===== src/rtl/serial_addsub_ctrl_pkg.sv =====
// Shared types and constants for the nibble-serial add/subtract sequencer.
package serial_addsub_pkg;

  localparam int NIBBLE_W = 4;

  typedef enum logic [1:0] {
    IDLE = 2'd0,
    RUN  = 2'd1,
    DONE = 2'd2
  } state_t;

  // A single-nibble configuration still needs a 1-bit index register.
  function automatic int idx_width(input int nibbles);
    int w;
    w = $clog2(nibbles);
    return (w < 1) ? 1 : w;
  endfunction

endpackage


===== src/rtl/serial_addsub_ctrl_if.sv =====
// Start/busy/done request bus between the control unit and the serial add/sub sequencer.
interface serial_addsub_ctrl_if #(
  parameter int NIBBLES = 4
) ();
  import serial_addsub_pkg::*;

  localparam int WIDTH = NIBBLE_W * NIBBLES;

  logic             start;
  logic             sub;
  logic [WIDTH-1:0] op_a;
  logic [WIDTH-1:0] op_b;
  logic             busy;
  logic             done;
  logic [WIDTH-1:0] result;
  logic             carry_out;
  logic             overflow;

  modport master (
    output start, sub, op_a, op_b,
    input  busy, done, result, carry_out, overflow
  );

  modport slave (
    input  start, sub, op_a, op_b,
    output busy, done, result, carry_out, overflow
  );

endinterface


===== src/rtl/serial_addsub_ctrl_nibble_addsub.sv =====
// One 4-bit add/subtract slice; operand inversion and carry-in are separate controls.
module nibble_addsub
  import serial_addsub_pkg::*;
(
  input  logic [NIBBLE_W-1:0] a,
  input  logic [NIBBLE_W-1:0] b,
  input  logic                sub,
  input  logic                cin,
  output logic [NIBBLE_W-1:0] sum,
  output logic                cout
);

  logic [NIBBLE_W-1:0] b_eff_s;
  logic [NIBBLE_W:0]   total_s;

  // Slice arithmetic: a + (b ^ {sub}) + cin with the carry kept as the extra bit.
  always_comb begin
    b_eff_s = b ^ {NIBBLE_W{sub}};
    total_s = {1'b0, a} + {1'b0, b_eff_s} + {{NIBBLE_W{1'b0}}, cin};
    sum     = total_s[NIBBLE_W-1:0];
    cout    = total_s[NIBBLE_W];
  end

endmodule


===== src/rtl/serial_addsub_ctrl.sv =====
// Nibble-serial WIDTH-bit adder/subtractor: one shared 4-bit slice, LS nibble first,
// carry held in a register between nibbles, start/busy/done handshake.
module serial_addsub_ctrl
  import serial_addsub_pkg::*;
#(
  parameter int NIBBLES = 4
) (
  input logic                 clk,
  input logic                 rst_n,
  serial_addsub_ctrl_if.slave bus
);

  localparam int IDX_W = idx_width(NIBBLES);
  localparam logic [IDX_W-1:0] LAST_IDX = IDX_W'(NIBBLES - 1);

  state_t                             state_q;
  logic [IDX_W-1:0]                   idx_q;
  logic                               carry_q;
  logic                               sub_q;
  logic [NIBBLES-1:0][NIBBLE_W-1:0]   a_q;
  logic [NIBBLES-1:0][NIBBLE_W-1:0]   b_q;
  logic [NIBBLES-1:0][NIBBLE_W-1:0]   result_q;
  logic                               busy_q;
  logic                               done_q;
  logic                               carry_out_q;
  logic                               overflow_q;

  logic [NIBBLE_W-1:0] a_nib_s;
  logic [NIBBLE_W-1:0] b_nib_s;
  logic [NIBBLE_W-1:0] sum_s;
  logic                cout_s;
  logic                last_s;
  logic                overflow_d;
  logic [IDX_W-1:0]    idx_d;

  // Operand nibble selection and end-of-operation decode for the current RUN cycle.
  always_comb begin
    a_nib_s    = a_q[idx_q];
    b_nib_s    = b_q[idx_q];
    last_s     = (idx_q == LAST_IDX);
    idx_d      = idx_q + IDX_W'(1);
    // Signed overflow: operands agree in sign after inversion, sum sign differs.
    overflow_d = (a_q[NIBBLES-1][NIBBLE_W-1] == (b_q[NIBBLES-1][NIBBLE_W-1] ^ sub_q)) &&
                 (sum_s[NIBBLE_W-1] != a_q[NIBBLES-1][NIBBLE_W-1]);
  end

  nibble_addsub u_slice (
    .a    (a_nib_s),
    .b    (b_nib_s),
    .sub  (sub_q),
    .cin  (carry_q),
    .sum  (sum_s),
    .cout (cout_s)
  );

  // Sequencer FSM with registered handshake and result outputs.
  always_ff @(posedge clk) begin
    if (!rst_n) begin
      state_q     <= IDLE;
      idx_q       <= '0;
      carry_q     <= 1'b0;
      sub_q       <= 1'b0;
      a_q         <= '0;
      b_q         <= '0;
      result_q    <= '0;
      busy_q      <= 1'b0;
      done_q      <= 1'b0;
      carry_out_q <= 1'b0;
      overflow_q  <= 1'b0;
    end else begin
      case (state_q)
        IDLE: begin
          if (bus.start) begin
            a_q      <= bus.op_a;
            b_q      <= bus.op_b;
            sub_q    <= bus.sub;
            carry_q  <= bus.sub;
            idx_q    <= '0;
            result_q <= '0;
            busy_q   <= 1'b1;
            done_q   <= 1'b0;
            state_q  <= RUN;
          end else begin
            state_q  <= IDLE;
          end
        end
        RUN: begin
          result_q[idx_q] <= sum_s;
          carry_q         <= cout_s;
          if (last_s) begin
            carry_out_q <= cout_s;
            overflow_q  <= overflow_d;
            busy_q      <= 1'b0;
            done_q      <= 1'b1;
            state_q     <= DONE;
          end else begin
            idx_q       <= idx_d;
            state_q     <= RUN;
          end
        end
        DONE: begin
          done_q  <= 1'b0;
          busy_q  <= 1'b0;
          state_q <= IDLE;
        end
        default: begin
          busy_q  <= 1'b0;
          done_q  <= 1'b0;
          state_q <= IDLE;
        end
      endcase
    end
  end

  assign bus.busy      = busy_q;
  assign bus.done      = done_q;
  assign bus.result    = result_q;
  assign bus.carry_out = carry_out_q;
  assign bus.overflow  = overflow_q;

endmodule


===== src/flat_wrapper.sv =====
// flat-port wrapper written by rule: the top's interface ports become plain ports
module serial_addsub_ctrl_flat import serial_addsub_pkg::*;
#(
  parameter int NIBBLES = 4
)
  (clk, rst_n, bus_start, bus_sub, bus_op_a, bus_op_b, bus_busy, bus_done, bus_result, bus_carry_out, bus_overflow);
  serial_addsub_ctrl_if #(.NIBBLES(NIBBLES)) bus_i ();
  input logic clk;
  input logic rst_n;
  input wire logic [$bits(bus_i.start)-1:0] bus_start;
  input wire logic [$bits(bus_i.sub)-1:0] bus_sub;
  input wire logic [$bits(bus_i.op_a)-1:0] bus_op_a;
  input wire logic [$bits(bus_i.op_b)-1:0] bus_op_b;
  output wire logic [$bits(bus_i.busy)-1:0] bus_busy;
  output wire logic [$bits(bus_i.done)-1:0] bus_done;
  output wire logic [$bits(bus_i.result)-1:0] bus_result;
  output wire logic [$bits(bus_i.carry_out)-1:0] bus_carry_out;
  output wire logic [$bits(bus_i.overflow)-1:0] bus_overflow;
  assign bus_i.start = bus_start;
  assign bus_i.sub = bus_sub;
  assign bus_i.op_a = bus_op_a;
  assign bus_i.op_b = bus_op_b;
  assign bus_busy = bus_i.busy;
  assign bus_done = bus_i.done;
  assign bus_result = bus_i.result;
  assign bus_carry_out = bus_i.carry_out;
  assign bus_overflow = bus_i.overflow;
  serial_addsub_ctrl #(.NIBBLES(NIBBLES)) u_core (.clk(clk), .rst_n(rst_n), .bus(bus_i));
endmodule

===== config.mk =====
export PLATFORM = sky130hd
export DESIGN_NAME = serial_addsub_ctrl_flat
export DESIGN_NICKNAME = d
export VERILOG_FILES = /design/src/rtl/serial_addsub_ctrl_pkg.sv /design/src/rtl/serial_addsub_ctrl_if.sv /design/src/rtl/serial_addsub_ctrl_nibble_addsub.sv /design/src/rtl/serial_addsub_ctrl.sv /design/src/flat_wrapper.sv
export SDC_FILE = /design/constraint.sdc
export NUM_CORES = 1
export LEC_CHECK = 0
export ABC_CLOCK_PERIOD_IN_PS = 4900
export BUFFER_PORTS_ARGS = -buffer_cell sky130_fd_sc_hd__buf_2
export CAP_MARGIN = 10
export CORE_ASPECT_RATIO = 1.4
export CORE_MARGIN = 5
export CORE_UTILIZATION = 58
export CTS_CLUSTER_SIZE = 40
export DETAILED_ROUTE_END_ITERATION = 12
export GPL_ROUTABILITY_DRIVEN = 0
export PLACE_DENSITY = 0.84
export SLEW_MARGIN = 20
export SYNTH_ARGS = -nofsm -noshare
export SYNTH_HDL_FRONTEND = slang
export SYNTH_SLANG_ARGS = --single-unit
export TNS_END_PERCENT = 100

===== constraint.sdc =====
create_clock -name clk -period 4.9 [get_ports clk]
set_input_delay 0.49 -clock clk [delete_from_list [all_inputs] [get_ports clk]]
set_output_delay 0.49 -clock clk [all_outputs]
set_load 0.03 [all_outputs]

# Word-level counts from Yosys, hierarchy flattened
# Index checks and enable logic that the tools add are counted.
dict set report totals {
  regBits 58
  output_inout_bits 20
  word_cells 66
}
dict set report classes {
  add_sub_neg 3
  order_cmp 2
  eq_ne 7
  muxes 23
  bitwise 2
  n_reduce_logical 9
}
# operator count
set op_table {}
lappend op_table {{$pmux 16 s2} 1}
lappend op_table {{$bmux 4 s2} 2}
lappend op_table {{$bwmux 16} 1}
lappend op_table {{$mux 16} 1}
lappend op_table {{$mux 4} 3}
lappend op_table {{$demux 4 s2} 1}
lappend op_table {{$pmux 2 s2} 2}
lappend op_table {{$reduce_and 2->1} 4}
lappend op_table {{$mux 1} 6}
lappend op_table {{$mux 2} 3}
lappend op_table {{$pmux 1 s2} 3}
lappend op_table {{$add 4x4->5} 1}
lappend op_table {{$add 5x1->5} 1}
lappend op_table {{$ne 2x2->1 const B} 2}
lappend op_table {{$xor 4x4->4} 1}
lappend op_table {{$lt 2x3->1 const B} 1}
lappend op_table {{$reduce_and 3->1} 1}
lappend op_table {{$add 2x1->2 const B} 1}
lappend op_table {{$eq 2x1->1 const B} 1}
lappend op_table {{$eq 2x2->1 const B} 1}
lappend op_table {{$ge 2x1->1 const B} 1}
lappend op_table {{$logic_and 1x1->1} 2}
lappend op_table {{$logic_not 2->1} 1}
lappend op_table {{$ne 2x1->1 const B} 1}
lappend op_table {{other kinds (4)} 4}

# Depth between registers and ports, before layout
dict set report depth {
  ltp_word 7
  ltp_mapped 10
}

# Modules after synthesis
# From an unflattened synthesis, not the netlist that was laid out.
dict set report unflattened {
  hier_cells 301
  hier_area_um2 2637.5
}
# mod n_inst cells_each area_per_inst_um2 seq_area_each_um2
set by_module_without_submodules {}
lappend by_module_without_submodules {serial_addsub_ctrl 1 281 2461.1 1161.1}
lappend by_module_without_submodules {nibble_addsub 1 20 176.4 0.0}

# Least setup slack after synthesis
# No wires, ideal clock.
dict set report synth_path {
  kind {register -> register}
  start {reg u_core.idx_q[0]}
  end {reg u_core.overflow_q (netlist: u_core.bus.overflow)}
  setup_ns 0.074
  arrival_time_ns 2.685
  t_required_ns 4.826
  setup_slack_ns 2.141
  path_stages_with_launch 10
  n_path_buf 2
  synth_period_minus_slack_ns 2.759
  path_cell_list {dfxtp_1 buf_2 mux4_2 xor2_1 ha_1 and3b_1 or3_1 buf_2 a211o_1 a31oi_1}
}
dict set report synth_between {
  elab_chain_cells 7
  word_cells_on_any_way 11
  cone_classes {add/sub: 2; eq/ne: 2; mux: 4; bitwise: 1; reduce/logical: 2}
}
# item line_no
set synth_lines {}
lappend synth_lines {{start: declaration} serial_addsub_ctrl.sv:17} ;# logic [IDX_W-1:0] idx_q;
lappend synth_lines {{start signal: assignment} serial_addsub_ctrl.sv:97} ;# idx_q <= idx_d;
lappend synth_lines {{$bmux 4 s2} serial_addsub_ctrl.sv:39} ;# b_nib_s = b_q[idx_q];
lappend synth_lines {{$mux 4 (implied by the code)} serial_addsub_ctrl.sv:39}
lappend synth_lines {{$xor 4x4->4} serial_addsub_ctrl_nibble_addsub.sv:18} ;# b_eff_s = b ^ {NIBBLE_W{sub}};
lappend synth_lines {{$add 4x4->5} serial_addsub_ctrl_nibble_addsub.sv:19} ;# total_s = {1'b0, a} + {1'b0, b_eff_s} + {{NIBBLE_W{1'b0}}, cin};
lappend synth_lines {{$add 5x1->5} serial_addsub_ctrl_nibble_addsub.sv:19}
lappend synth_lines {{$ne 1x1->1} serial_addsub_ctrl.sv:44} ;# (sum_s[NIBBLE_W-1] != a_q[NIBBLES-1][NIBBLE_W-1]);
lappend synth_lines {{$logic_and 1x1->1} serial_addsub_ctrl.sv:43} ;# overflow_d = (a_q[NIBBLES-1][NIBBLE_W-1] == (b_q[NIBBLES-1][NIBBLE_W-1] ^ sub_q)) &&
lappend synth_lines {{end signal: assignment} serial_addsub_ctrl.sv:92} ;# overflow_q <= overflow_d;
lappend synth_lines {{end: declaration} serial_addsub_ctrl.sv:26} ;# logic overflow_q;
# Several ways; a longest one is shown, not always the timed one. The select of a mux whose other input is x is not followed.
# A chain may end at the register's enable or synchronous reset.

# Worst setup path in the final report
# Same ends and word-level chain as after synthesis.

==> metrics.yaml <==
io_pins: 56
synth.distinct_cells: 32
yosys_warnings: 0
synth_nets: 332
synth-seq-cells: 58
yosys-top-cells-count: "nand2_1, dfxtp_1, a21boi_0"
syn_to_final_growth_pct: 17.0
drtIter0Drc: 146
ys.flop_type: "dfxtp_1"
ir_drop_mv: 0.225
final_nets: 378
wire_per_inst_um: 13.7
path_class: "reg -> reg"
drive_gt1_share_pct: 24.3
hold_path.class: "in -> reg"
postSynthAreaPerCell_um2: 9.26
yosys.area.top_type: "dfxtp_1"
postSynthCellCount: 287
cts_tree: "done"
port_buffers: 55
p_per_area_nw_per_um2: 343
cap_violations: 0
max_slew_margin_pct: 46.8
setup_viol: 0
die_x_um: 67.2
setup_tns_ns: 0
ant_nets: 0
avgViaCountPerCell: 5.26
status: "complete, no violations"
overflow: 0
dr.pass1.iters: 4
slew_violations: 0
grt_first_pass_wirelength_mm: 9.05
antenna_found_initial: 0
postCtsSetupRepairBufs: 0
dp_slack_ns: 1.86
htree_levels: 3
grt_max_degree: 57
nFillCells: 389
yosys-top-cells-area: "dfxtp_1, nand2_1, a21boi_0"
synth_edf_count: 0
die_h_um: 90.1
cp.required_ns: 5.16
period_minus_slack_ns: 3.08
r2r_slack_ns: 1.82
ctsHoldBuffers: 0
dieArea_um2: 6050
fmax_mhz: 324
via_count: 2100
end_kind: "flip-flop"
rsz0062_at_grt: "no"
numCtsBuffers: 9
power.total_mw: 1.07
clk_latency_ns: 0.33
cp_max_fo: 12
start_util_pct: 59.1
yosysSeqAreaShare_pct: 43.7
startpoint_type: "flip-flop"
arrival_ns: 3.34
tightest_slew_ns: 0.794
power.leakage_nw: 1.33
cts_root_buffer: "clkbuf_8"
hold_viol: 0
holdWs_ns: 0.403
fin_area_um2: 3110
yosysTopAreaCellShare_pct: 43.7
core.rowCount: 29
yosysMostFrequentCell: "nand2_1"
path_clk_slew_ns: 0.06
timing.final.ws_setup_ns: 1.82
first_global_vias: 2020
placed_cell_area_um2: 2920
period_share_pct: 62.9
synth-async-reset-ratio_pct: 0
skew_ns: 0.00590
syn_area_um2: 2660
cts-resized-gates: 0
antenna_cells: 0
grt_usage_pct: 19.5
clock-sinks: 58
core_area_um2: 4500
hpwl_mm: 3.98
wl_mm: 5.47
drc: 0
cts_buffer_depth: 2
==> path summary, 6_finish.rpt <==
check,from,end,cells after the start
setup / recovery,u_core.idx_q[0]$_SDFFE_PN0P_,u_core.bus.overflow$_SDFFE_PN0P_,7
hold / removal,bus_op_a[5],u_core.a_q[5]$_SDFFE_PN0P_,3
setup reg to reg,u_core.idx_q[0]$_SDFFE_PN0P_,u_core.bus.overflow$_SDFFE_PN0P_,7
hold reg to reg,u_core.bus.busy$_SDFFE_PN0P_,u_core.bus.busy$_SDFFE_PN0P_,2
==> final cells by class <==
| cell class | instances | area, um2 | share of cell area [%] |
|---|---|---|---|
| clock buffer | 13 | 179 | 5.75 |
| multi-input combinational | 201 | 1370 | 44.2 |
| clock inverter | 2 | 10.0 | 0.322 |
| inverter | 7 | 26.3 | 0.845 |
| sequential | 58 | 1160 | 37.3 |
| tap | 62 | 77.6 | 2.49 |
| timing repair buffer | 56 | 283 | 9.09 |
==> logic make-up (layout without fill, tap and decap cells) <==
kind of cell	Yosys count	after routing	synth area share [%]
compound gates	66	66	18.1
fa+ha+maj	9	9	4.80
mux	9	9	7.16
simple gates	111	111	19.4
flops	58	58	43.7
xor+xnor	6	6	1.98
buf+inv	28	78	4.80
==> sequential cells by signal (all words and copies together), names as in the netlist <==
register              flops
u_core.a_q               16
u_core.b_q               16
u_core.bus.result        16
u_core.idx_q              2
u_core.state_q            2
u_core.bus.busy           1
u_core.bus.carry_out      1
u_core.bus.done           1
u_core.bus.overflow       1
u_core.carry_q            1
u_core.sub_q              1
==> metal layers <==
metal,vias to the layer above,global-route usage (%),routed length (um)
met1,959,22.5,2240
met2,65,30.3,2710
li1,1061,-,-
met4,0,12.4,185
met3,15,6.36,334
met5,-,0,0
==> power by group <==
| group | switching, mW | internal [mW] | leakage [nW] |
|---|---|---|---|
| clock | 0.172 | 0.234 | 0.101 |
| sequential | 0.0189 | 0.495 | 0.474 |
| combinational | 0.0835 | 0.0628 | 0.760 |
| total | 0.274 | 0.792 | 1.33 |
==> cells in the final DEF, fill, tap and decap left out, drive strengths merged, types with 2 or more instances in the layout <==
cell / n
o21ai: 4
fa: 2
buf: 56
a21o: 3
xor2: 4
nor2: 6
nor2b: 18
dfxtp: 58
inv: 7
nor3b: 2
a21oi: 5
nand2b: 4
a21boi: 35
xnor2: 2
and3b: 5
ha: 7
clkbuf: 13
nand2: 72
a32oi: 4
clkinv: 2
mux4: 8
a22oi: 12
==> worst max-delay path, cell delays in order, from the launching register on <==
cell and delay (ns):
dfxtp_1 0.71, mux4_2 0.62, xor2_1 0.18, ha_1 0.37, and3b_1 0.19, or3_1 0.45
a211o_1 0.33, a31oi_1 0.15
==> per-stage QoR <==
step           std cells  util (%)
6_report             399      69.1
5_1_grt              399      69.1
3_3_place_gp         384      64.9
2_1_floorplan        287         -
3_5_place_dp         384      64.9
4_1_cts              399      69.1
No activity file was read; power rests on OpenSTA's default activity.
